<file path="src/rtl/sobel_stream_core.sv">
// sobel_stream_core: streaming 3x3 Sobel edge filter.
// Raster RGB pixels are converted to grey and pushed through two line
// buffers into a 3x3 window. |Gx|+|Gy| is emitted one output per input pixel
// in one of four modes. The core flushes itself at frame end and pulses
// sobel_done_o after the last output.
// Optional build macro: SOBEL_EDGE_COUNT_EN adds edge_count_o, the number of
// outputs of the last frame whose magnitude reached the latched threshold.
module sobel_stream_core #(
  parameter int IMG_W = 256,
  parameter int IMG_H = 256,
  parameter int PIX_W = 8
) (
  input  logic             sys_clk_i,
  input  logic             sys_rst_i,
  input  logic             data_valid_i,
  input  logic [PIX_W-1:0] data_red_i,
  input  logic [PIX_W-1:0] data_green_i,
  input  logic [PIX_W-1:0] data_blue_i,
  input  logic [1:0]       mode_i,
  input  logic [PIX_W-1:0] thresh_i,
  output logic             sobel_valid_o,
  output logic [PIX_W-1:0] sobel_data_o,
  output logic             sobel_done_o,
  output logic             busy_o,
  output logic             err_o
`ifdef SOBEL_EDGE_COUNT_EN
  ,
  output logic [$clog2(IMG_W*IMG_H):0] edge_count_o
`endif
);

  localparam int AW  = $clog2(IMG_W);
  localparam int RW  = $clog2(IMG_H + 2);
  localparam int CRW = $clog2(IMG_H);
  localparam int GW  = PIX_W + 3;
  localparam int MW  = PIX_W + 4;

  localparam logic [AW-1:0]  COL_LAST  = AW'(IMG_W - 1);
  localparam logic [RW-1:0]  ROW_LAST  = RW'(IMG_H - 1);
  localparam logic [RW-1:0]  ROW_PAD   = RW'(IMG_H + 1);
  localparam logic [CRW-1:0] CROW_LAST = CRW'(IMG_H - 1);
  localparam logic [MW-1:0]  MAG_MAX   = MW'((1 << PIX_W) - 1);

  typedef enum logic [2:0] {S_IDLE, S_FILL, S_RUN, S_FLUSH, S_DONE} state_t;
  typedef enum logic [1:0] {MODE_MAG, MODE_BIN, MODE_GREY, MODE_INV} mode_t;

  state_t state, state_nxt;
  mode_t  mode_q;
  logic [PIX_W-1:0] thresh_q;

  // Advance index of the pixel currently entering the window
  logic [RW-1:0]  in_row;
  logic [AW-1:0]  in_col;
  // Position of the window centre for the next emitted output
  logic [CRW-1:0] c_row;
  logic [AW-1:0]  c_col;

  logic adv, start, done_set, err_set, emit;

  logic [PIX_W+1:0] grey_sum;
  logic [PIX_W-1:0] grey, pix_in;

  logic [PIX_W-1:0] lb_a [IMG_W];  // previous line
  logic [PIX_W-1:0] lb_b [IMG_W];  // line before that
  logic [PIX_W-1:0] win  [3][3];   // win[row][col], row 2 / col 2 newest
  logic             win_vld, win_border;

  logic signed [GW-1:0] gx_c, gy_c, gx_q, gy_q;
  logic                 grad_vld, grad_border;
  logic [PIX_W-1:0]     centre_q;

  logic [GW-1:0]    abs_x, abs_y;
  logic [MW-1:0]    mag;
  logic [PIX_W-1:0] mag_px, out_c;

  function automatic logic signed [GW-1:0] ext(input logic [PIX_W-1:0] v);
    return signed'({3'b000, v});
  endfunction

  // Grey conversion; flush cycles feed zero padding instead
  assign grey_sum = {2'b00, data_red_i} + {1'b0, data_green_i, 1'b0} + {2'b00, data_blue_i};
  assign grey     = PIX_W'(grey_sum >> 2);
  assign pix_in   = (state == S_FLUSH) ? '0 : grey;

  // An advance whose index is at least W+1 completes a window that yields an output
  assign emit    = adv && ((in_row > RW'(1)) || (in_row == RW'(1) && in_col != '0));
  assign err_set = data_valid_i && (state == S_FLUSH || state == S_DONE);
  assign busy_o  = (state == S_FILL) || (state == S_RUN) || (state == S_FLUSH);

  // Next-state and advance decode
  always_comb begin
    // NOTE: every signal written here gets a default first so no path leaves it unassigned (no latch).
    state_nxt = state;
    adv       = 1'b0;
    start     = 1'b0;
    done_set  = 1'b0;
    unique case (state)
      S_IDLE: begin
        if (data_valid_i) begin
          adv       = 1'b1;
          start     = 1'b1;
          state_nxt = S_FILL;
        end
      end
      S_FILL: begin
        if (data_valid_i) begin
          adv = 1'b1;
          if (in_row == RW'(1) && in_col == AW'(1)) state_nxt = S_RUN;
        end
      end
      S_RUN: begin
        if (data_valid_i) begin
          adv = 1'b1;
          if (in_row == ROW_LAST && in_col == COL_LAST) state_nxt = S_FLUSH;
        end
      end
      S_FLUSH: begin
        adv = 1'b1;
        if (in_row == ROW_PAD && in_col == '0) state_nxt = S_DONE;
      end
      S_DONE: begin
        // The last output is on the port and nothing is left behind it
        if (!win_vld && !grad_vld && sobel_valid_o) begin
          done_set  = 1'b1;
          state_nxt = S_IDLE;
        end
      end
      default: state_nxt = S_IDLE;
    endcase
  end

  // Control state: FSM, frame configuration, sticky error, done strobe
  always_ff @(posedge sys_clk_i) begin
    // NOTE: sequential state uses non-blocking assignments so all registers see pre-edge values.
    if (sys_rst_i) begin
      state        <= S_IDLE;
      mode_q       <= MODE_MAG;
      thresh_q     <= '0;
      err_o        <= 1'b0;
      sobel_done_o <= 1'b0;
    end else begin
      state        <= state_nxt;
      err_o        <= err_o | err_set;
      sobel_done_o <= done_set;
      if (start) begin
        mode_q   <= mode_t'(mode_i);
        thresh_q <= thresh_i;
      end
    end
  end

  // Line buffers: each advance reads the column, then shifts it up one line
  always_ff @(posedge sys_clk_i) begin
    // NOTE: no reset on the line buffers; stale data only reaches border outputs, whose magnitude is forced to zero.
    if (adv) begin
      lb_a[in_col] <= pix_in;
      lb_b[in_col] <= lb_a[in_col];
    end
  end

  // Window shift, advance/centre counters and window-stage valid
  always_ff @(posedge sys_clk_i) begin
    if (sys_rst_i) begin
      for (int r = 0; r < 3; r++) begin
        for (int c = 0; c < 3; c++) win[r][c] <= '0;
      end
      in_row     <= '0;
      in_col     <= '0;
      c_row      <= '0;
      c_col      <= '0;
      win_vld    <= 1'b0;
      win_border <= 1'b0;
    end else begin
      win_vld <= emit;
      if (adv) begin
        for (int r = 0; r < 3; r++) begin
          win[r][0] <= win[r][1];
          win[r][1] <= win[r][2];
        end
        win[0][2] <= lb_b[in_col];
        win[1][2] <= lb_a[in_col];
        win[2][2] <= pix_in;
        if (in_col == COL_LAST) begin
          in_col <= '0;
          in_row <= in_row + RW'(1);
        end else begin
          in_col <= in_col + AW'(1);
        end
      end
      if (emit) begin
        win_border <= (c_row == '0) || (c_row == CROW_LAST) || (c_col == '0) || (c_col == COL_LAST);
        if (c_col == COL_LAST) begin
          c_col <= '0;
          c_row <= c_row + CRW'(1);
        end else begin
          c_col <= c_col + AW'(1);
        end
      end
      if (state == S_DONE) begin
        in_row <= '0;
        in_col <= '0;
        c_row  <= '0;
        c_col  <= '0;
      end
    end
  end

  assign gx_c = (ext(win[0][2]) + (ext(win[1][2]) <<< 1) + ext(win[2][2]))
              - (ext(win[0][0]) + (ext(win[1][0]) <<< 1) + ext(win[2][0]));
  assign gy_c = (ext(win[2][0]) + (ext(win[2][1]) <<< 1) + ext(win[2][2]))
              - (ext(win[0][0]) + (ext(win[0][1]) <<< 1) + ext(win[0][2]));

  // Gradient stage
  always_ff @(posedge sys_clk_i) begin
    if (sys_rst_i) begin
      grad_vld    <= 1'b0;
      grad_border <= 1'b0;
      gx_q        <= '0;
      gy_q        <= '0;
      centre_q    <= '0;
    end else begin
      grad_vld <= win_vld;
      if (win_vld) begin
        grad_border <= win_border;
        gx_q        <= gx_c;
        gy_q        <= gy_c;
        centre_q    <= win[1][1];
      end
    end
  end

  assign abs_x  = gx_q[GW-1] ? GW'(-gx_q) : GW'(gx_q);
  assign abs_y  = gy_q[GW-1] ? GW'(-gy_q) : GW'(gy_q);
  assign mag    = {1'b0, abs_x} + {1'b0, abs_y};
  assign mag_px = grad_border ? '0 : ((mag > MAG_MAX) ? '1 : mag[PIX_W-1:0]);

  // Output mode selection
  always_comb begin
    out_c = mag_px;
    unique case (mode_q)
      MODE_MAG:  out_c = mag_px;
      MODE_BIN:  out_c = (mag_px >= thresh_q) ? '1 : '0;
      MODE_GREY: out_c = centre_q;
      MODE_INV:  out_c = ~mag_px;
    endcase
  end

  // Output register
  always_ff @(posedge sys_clk_i) begin
    if (sys_rst_i) begin
      sobel_valid_o <= 1'b0;
      sobel_data_o  <= '0;
    end else begin
      sobel_valid_o <= grad_vld;
      if (grad_vld) sobel_data_o <= out_c;
    end
  end

`ifdef SOBEL_EDGE_COUNT_EN
  localparam int ECW = $clog2(IMG_W*IMG_H) + 1;
  logic [ECW-1:0] edge_cnt;

  // Per-frame edge counter, published when the done strobe fires
  always_ff @(posedge sys_clk_i) begin
    if (sys_rst_i) begin
      edge_cnt     <= '0;
      edge_count_o <= '0;
    end else begin
      if (start) begin
        edge_cnt <= '0;
      end else if (grad_vld && (mag_px >= thresh_q)) begin
        edge_cnt <= edge_cnt + ECW'(1);
      end
      if (done_set) edge_count_o <= edge_cnt;
    end
  end
`endif

endmodule

</file>
<file path="config.mk">
export PLATFORM = sky130hd
export DESIGN_NAME = sobel_stream_core
export DESIGN_NICKNAME = d
export VERILOG_FILES = /design/src/rtl/sobel_stream_core.sv
export SDC_FILE = /design/constraint.sdc
export NUM_CORES = 2
export LEC_CHECK = 0
export ABC_AREA = 0
export BUFFER_PORTS_ARGS = -buffer_cell sky130_fd_sc_hd__buf_2
export CAP_MARGIN = 20
export CORE_MARGIN = 2
export CORE_UTILIZATION = 45
export DETAILED_ROUTE_END_ITERATION = 8
export PLACE_DENSITY = 0.7
export RECOVER_POWER = 25
export SYNTH_ARGS = -nofsm -noshare
export SYNTH_HDL_FRONTEND = slang
export SYNTH_MEMORY_MAX_BITS = 65536
export SYNTH_SLANG_ARGS = --single-unit
</file>
<file path="constraint.sdc">
create_clock -name sys_clk_i -period 19.38 [get_ports sys_clk_i]
set_input_delay 3.876 -clock sys_clk_i [delete_from_list [all_inputs] [get_ports sys_clk_i]]
set_output_delay 3.876 -clock sys_clk_i [all_outputs]
set_load 0.1 [all_outputs]
</file>
==> After elaboration in Yosys (flattened, before gate mapping) <==
Memory sizes are Yosys's and may differ from the RTL's. A register that Yosys moved wholly into a read port is not among the register bits.
Cells that the tools add are included.
{ "totals": {"reg_bits": 91, "ram_bits": 4168, "input_bits": 37, "out_inout_bits": 12, "n_memories": 3} }
{ "mem_list": {"columns": ["name", "words", "width", "rd", "rd_ports_with_merged_regs", "write_ports", "line_no", "rtl"], "rows": [
  ["lb_a", 256, 8, 1, 1, 1, "63", "logic [PIX_W-1:0] lb_a [IMG_W];"],
  ["lb_b", 256, 8, 1, 1, 1, "64", "logic [PIX_W-1:0] lb_b [IMG_W];"],
  ["win", 3, 24, 3, 0, 3, "65", "logic [PIX_W-1:0] win [3][3];"]
]} }
{ "classes": {"add_sub_neg": 19, "magnitude_cmp": 3, "n_eq_ne": 21, "muxes": 40, "n_bitwise": 12, "n_reduce_logical": 29} }
{ "op_table": {"columns": ["cell", "n"], "rows": [
  ["$mux W8", 19],
  ["$add A8 B9 Y10", 5],
  ["$add A10 B8 Y11", 4],
  ["$pmux W8 S4", 1],
  ["$add A8 B1 Y8 const B", 3],
  ["$eq A8 B8 Y1 const B", 3],
  ["$logic_not A8 Y1", 3],
  ["$mux W11", 2],
  ["$neg A11 Y11", 2],
  ["$sub A11 B11 Y11", 2],
  ["$mux W3", 7],
  ["$pmux W3 S5", 1],
  ["$add A11 B11 Y12", 1],
  ["$gt A12 B8 Y1 const B", 1],
  ["$add A10 B8 Y10", 1],
  ["$or A1 B1 Y1", 10],
  ["$add A9 B1 Y9 const B", 1],
  ["$eq A9 B1 Y1 const B", 1],
  ["$eq A9 B8 Y1 const B", 1],
  ["$eq A9 B9 Y1 const B", 1],
  ["$gt A9 B1 Y1 const B", 1],
  ["$mux W1", 9],
  ["$eq A8 B1 Y1 const B", 1],
  ["$ge A8 B8 Y1", 1],
  ["20 further kinds", 43]
]} }

==> Depth between registers and ports, before layout <==
{ "depth": {"word_depth": 9, "depth_mapped": 21, "mapped_depth_nobuf": 21} }

==> Least setup slack after synthesis <==
No wires, ideal clock.
{ "synth_path": {"path_kind": "register to register", "start": "register (tool-made name)", "end": "memory lb_b[0][3] (data pin)", "setup_ps": 2097, "t_arrival_ps": 11572, "setup_slack_ps": 5711, "stages_incl_launch_ff": 13, "n_path_buf": 6, "synth_period_minus_slack_ps": 13669, "path_cell_list": "dfxtp_1 -> buf_6 -> buf_6 -> buf_6 -> buf_6 -> buf_6 -> buf_4 -> a2111oi_0 -> o41ai_1 -> nor3_1 -> o21ai_0 -> a31oi_1 -> nor3_1"} }
{ "synth_rtl": {"columns": ["element", "line_no"], "rows": [
  ["end: declaration", "64"]
]} }

==> results.md <==
Outcome:
- The flow ran to the end, but the final reports show violations.
- The checks that failed: max-capacitance violations, max-slew violations.

Hold path:
- The endpoint with the worst hold slack is thresh_q[1]$_SDFFE_PP0P_.
- The critical hold path startpoint is thresh_q[1]$_SDFFE_PP0P_.
- The worst hold path was traced through 2 stages.
- The min-delay analysis places its worst path in the category flop to flop.

Timing:
- Dividing the final minimum period by the clock period gives 0.523.
- Between clock sinks in the finished design, the worst skew comes to 90.9 ps.
- The worst pin sits at a relative slew slack of -2.22.
- Adding up every negative setup slack in the final design gives 0 ps.
- The transition time at the pin with the least slew margin is 4830 ps.
- Setup violations remaining at the end of the flow were counted as 0.
- The worst path needs 10130 ps of the cycle, external delays included.
- The number of max-slew violations in the final report came to 650.
- Setup repair after global routing left no endpoint under its margin.
- The final hold violation count came to 0.
- Across all setup checks in the final design, the least slack found is 9250 ps.
- The worst hold-check slack is 459 ps.
- The highest clock frequency the design can meet is 98.7 MHz.

Clocking:
- After clock tree synthesis, the clock-pin slew on the worst setup and hold paths is 60 ps.
- The clock root buffer is sky130_fd_sc_hd__clkbuf_16.
- The total setup buffers inserted after CTS is 0.
- The number of buffers created by CTS is 410.
- The H-tree generated during clock tree synthesis spans 5 levels.
- Gates resized during post-CTS repair numbered 0.
- Counting every sink on the clock net gives 4267.
- The TritonCTS clock tree is done.
- Clock latency on the worst-skew pair, taken at its later pin, is 1020 ps.
- The longest clock path from root to sink contains 4 buffers.
- The hold buffer count at CTS is 0.

Synth:
- The average instance in the mapped netlist occupies 20.9 um^2.
- Of the total synthesized cell area, the portion taken by AND, OR, NAND and NOR gates is 0.0306.
- The yosys synthesis warning count is 0.
- The fraction of the yosys area taken by sequential cells is 0.758.
- The post-synthesis register bit count is 4267.
- Counting every net in the synthesized netlist gives 8183.
- In this run the cell area of the synthesized design comes to 168000 um^2.
- The share of async-settable or async-resettable flops after synthesis is 0.
- The synthesized design contains 4168 enable-type register cells.
- After technology mapping, the gate count stands at 8012.
- The share of the synthesized area in compound gates (AO/OA/AOI/OAI) is 0.0284.
- The adder-cell area share of the yosys netlist is 0.0132.
- Of the total synthesized cell area, the portion taken by XOR and XNOR cells is 0.00308.
- The most used flip-flop cell after synthesis is sky130_fd_sc_hd__edfxtp_1.
- The multiplexer share of the synthesized area is 0.149.
- The dominant combinational cell family by area after synthesis is multiplexers.
- Yosys mapped the design onto 84 distinct sky130hd cell types.

Cells and area:
- The top cell types in the final layout, fill and taps aside, are sky130_fd_sc_hd__edfxtp_1, sky130_fd_sc_hd__mux4_2, sky130_fd_sc_hd__nor2_1.
- The final non-filler cell total is 13816.
- After the last flow step, the layout net total stands at 8666.
- The area added between synthesis and finish is 12.1%.
- Of the cells placed in the final design, the portion with a size suffix greater than 1 is 0.229.
- The most frequent standard cell in the layout excluding fill and tap cells is sky130_fd_sc_hd__edfxtp_1.

Global routing:
- After global routing the overflow that remains totals 0.
- The maximum number of pins on one net before global-route repair is 174.
- The via count of the first global-routing pass is 85142.
- The initial antenna violation count is 33.
- For this run, the total global-route usage over all layers was measured as 0.241.
- The first global-routing pass estimated 650 mm of wire.

Floorplanning:
- The width of the chip is 614 um.
- The floorplan step set the die height to 614 um.
- The core footprint is 372000 um^2.
- The number of top-level pins is 49.
- The floorplan has 224 rows.
- The initial standard-cell utilization of the core is 0.451.
- The full die area is 378000 um^2.

Detailed routing:
- Dividing the detail-routed wire length by the instance count gives 33.4 um.
- After detailed routing, the number of vias per cell comes to 6.30.
- The remaining antenna violation count is 0.
- The total wirelength of the detailed-routed design is 462 mm.
- The routed layout has 87013 vias.
- The detailed router finished its first iteration with 13911 violations.
- The detailed-route DRC error count is 0.
- Before antenna repair, the detailed router went through 6 iterations.

Critical path:
- The critical path class is input port to flop.
- Together, buffers and inverters on the worst path number 4.
- The kind of end point of the critical path is a flop.
- The critical path's largest stage delay is 2090 ps.
- The element type at the critical path start is an input port.
- The signal on the critical path passes through buf_2, clkbuf_1, nor2_1, nand2_1, clkbuf_1, nor3_1, buf_2, nand3_1, or4b_1.
- The cell family contributing the most delay on the critical path is buffers and inverters.
- The worst register-to-register path has a setup slack of 12050 ps.
- The cell depth of the worst flop-to-flop path is 12.
- Of all nets on the critical path, the largest fanout is 67.
- For the worst setup path, the data required time is 20090 ps.
- The standard cell with the maximum stage delay on the critical path is sky130_fd_sc_hd__clkbuf_1.
- For the worst setup path, the data arrival time is 10840 ps.
- The endpoint of the most critical register-to-register path is lb_b[231][0]$_DFFE_PP_.

Pwr:
- Summed over all cells, the static leakage comes to 57.9 nW.
- The power density over the cells is 113 nW/um^2.
- The share of power burned in the clock network is 0.365.
- The sequential fraction of design power is 0.521.
- The design internal power is 15.9 mW.
- The analysis attributes to net switching a power of 5.26 mW.
- Of the total power, the share spent switching nets is 0.248.
- The peak ir drop on the vdd network is 0.0899 mV.
- The total chip power is 21.2 mW.
- The share of total power dissipated in combinational logic is 0.114.

Place:
- During placement, the flow inserted port buffers numbering 48.
- Before CTS, the worst setup slack after placement is 11010 ps.
- The HPWL reported at the end of detailed placement is 287 mm.
- The instance count after placement with tap cells included is 13038.
- Routability-driven placement finished with a final weighted congestion of 0.954.

Run:
- The max-cap violation count is 29.
==> cells by family (layout without fill, tap and decap cells) <==
group,after synthesis,count (layout)
multiplexers,1229,1229
AO/OA/AOI/OAI,690,690
adder cells (fa/ha/maj),134,134
flip-flops,4267,4267
buffers and inverters,545,1364
other,0,13
XOR/XNOR,59,59
AND/OR/NAND/NOR,1088,1088
==> cells in the mapped netlist, types with 79 or more instances <==
cell / n / area share
sky130_fd_sc_hd__a21oi_1: 105 / 0.0031
sky130_fd_sc_hd__a22oi_1: 154 / 0.0069
sky130_fd_sc_hd__buf_2: 134 / 0.0040
sky130_fd_sc_hd__buf_4: 80 / 0.0036
sky130_fd_sc_hd__clkbuf_1: 143 / 0.0032
sky130_fd_sc_hd__dfxtp_1: 99 / 0.012
sky130_fd_sc_hd__edfxtp_1: 4168 / 0.75
sky130_fd_sc_hd__inv_1: 118 / 0.0026
sky130_fd_sc_hd__mux2i_1: 191 / 0.011
sky130_fd_sc_hd__mux4_2: 1014 / 0.14
sky130_fd_sc_hd__nand2_1: 199 / 0.0045
sky130_fd_sc_hd__nand3_1: 79 / 0.0024
sky130_fd_sc_hd__nor2_1: 458 / 0.010
sky130_fd_sc_hd__o22ai_1: 109 / 0.0041
==> flip-flops by register name, summed over array words and instances (netlist names), 2 cells and up, named ones only <==
register / count
win: 72
gx_q: 11
thresh_q: 8
c_col: 8
centre_q: 8
state: 3
gy_q: 11
sobel_data_o: 8
lb_b: 2048
c_row: 8
in_col: 8
mode_q: 2
in_row: 9
lb_a: 2048
==> metrics by stage <==
step	cell area, um^2	utilization
final	188000	0.506
after global routing	188000	0.506
after CTS	188000	0.507
after detailed placement	175000	0.472
after global placement	175000	0.471
after floorplan	168000	-
==> how the worst max path moves through the flow <==
stage / endpoint / depth (start not counted) / start / slack, ps
finish: win[0][2]$_SDFFCE_PN0P_ / 9 / sys_rst_i / 9250
CTS: lb_b[167][2]$_DFFE_PP_ / 12 / flop / 11430
detailed placement: lb_a[105][5]$_DFFE_PP_ / 11 / data_red_i[1] / 11010
global route: win[0][2]$_SDFFCE_PN0P_ / 9 / sys_rst_i / 8810
global placement: lb_a[105][5]$_DFFE_PP_ / 11 / data_red_i[1] / 11050
floorplan: lb_b[0][3]$_DFFE_PP_ / 12 / flop / 5710
==> power groups by stage <==
stage	combinational, mW	sequential (mW)	clock, mW
after floorplan	1.43	11.5	0
after global placement	2.31	11.2	0
after detailed placement	2.41	11.2	0
after CTS	2.41	11.0	7.79
after global routing	2.58	11.0	8.13
final	2.42	11.0	7.72
==> area by class of cell <==
type / instances / area, um^2
Clock inverter: 240 / 2210
Tap cell: 4972 / 6220
Timing Repair Buffer: 494 / 3330
Multi-Input combinational cell: 3200 / 37900
Sequential cell: 4267 / 127000
Inverter: 122 / 463
Antenna cell: 13 / 32.5
Clock buffer: 508 / 10700
Fill cell: 28838 / 184000
==> worst reg2reg max path: stages, from the launching register on <==
cell and delay, ps:
sky130_fd_sc_hd__dfxtp_4 830, sky130_fd_sc_hd__buf_4 650, sky130_fd_sc_hd__buf_4 620, sky130_fd_sc_hd__buf_4 600, sky130_fd_sc_hd__buf_4 670, sky130_fd_sc_hd__mux4_2 340
sky130_fd_sc_hd__o22ai_1 80, sky130_fd_sc_hd__nor3_1 260, sky130_fd_sc_hd__nor4_2 140, sky130_fd_sc_hd__a311oi_1 960, sky130_fd_sc_hd__o31a_4 500, sky130_fd_sc_hd__buf_16 330
sky130_fd_sc_hd__buf_4 850
==> layer usage <==
metal / wire (um) / track usage
met5: 166 / 0
met4: 24300 / 0.107
met3: 60500 / 0.0664
met2: 213000 / 0.368
met1: 164000 / 0.324
(Power assumes the default switching activity.)
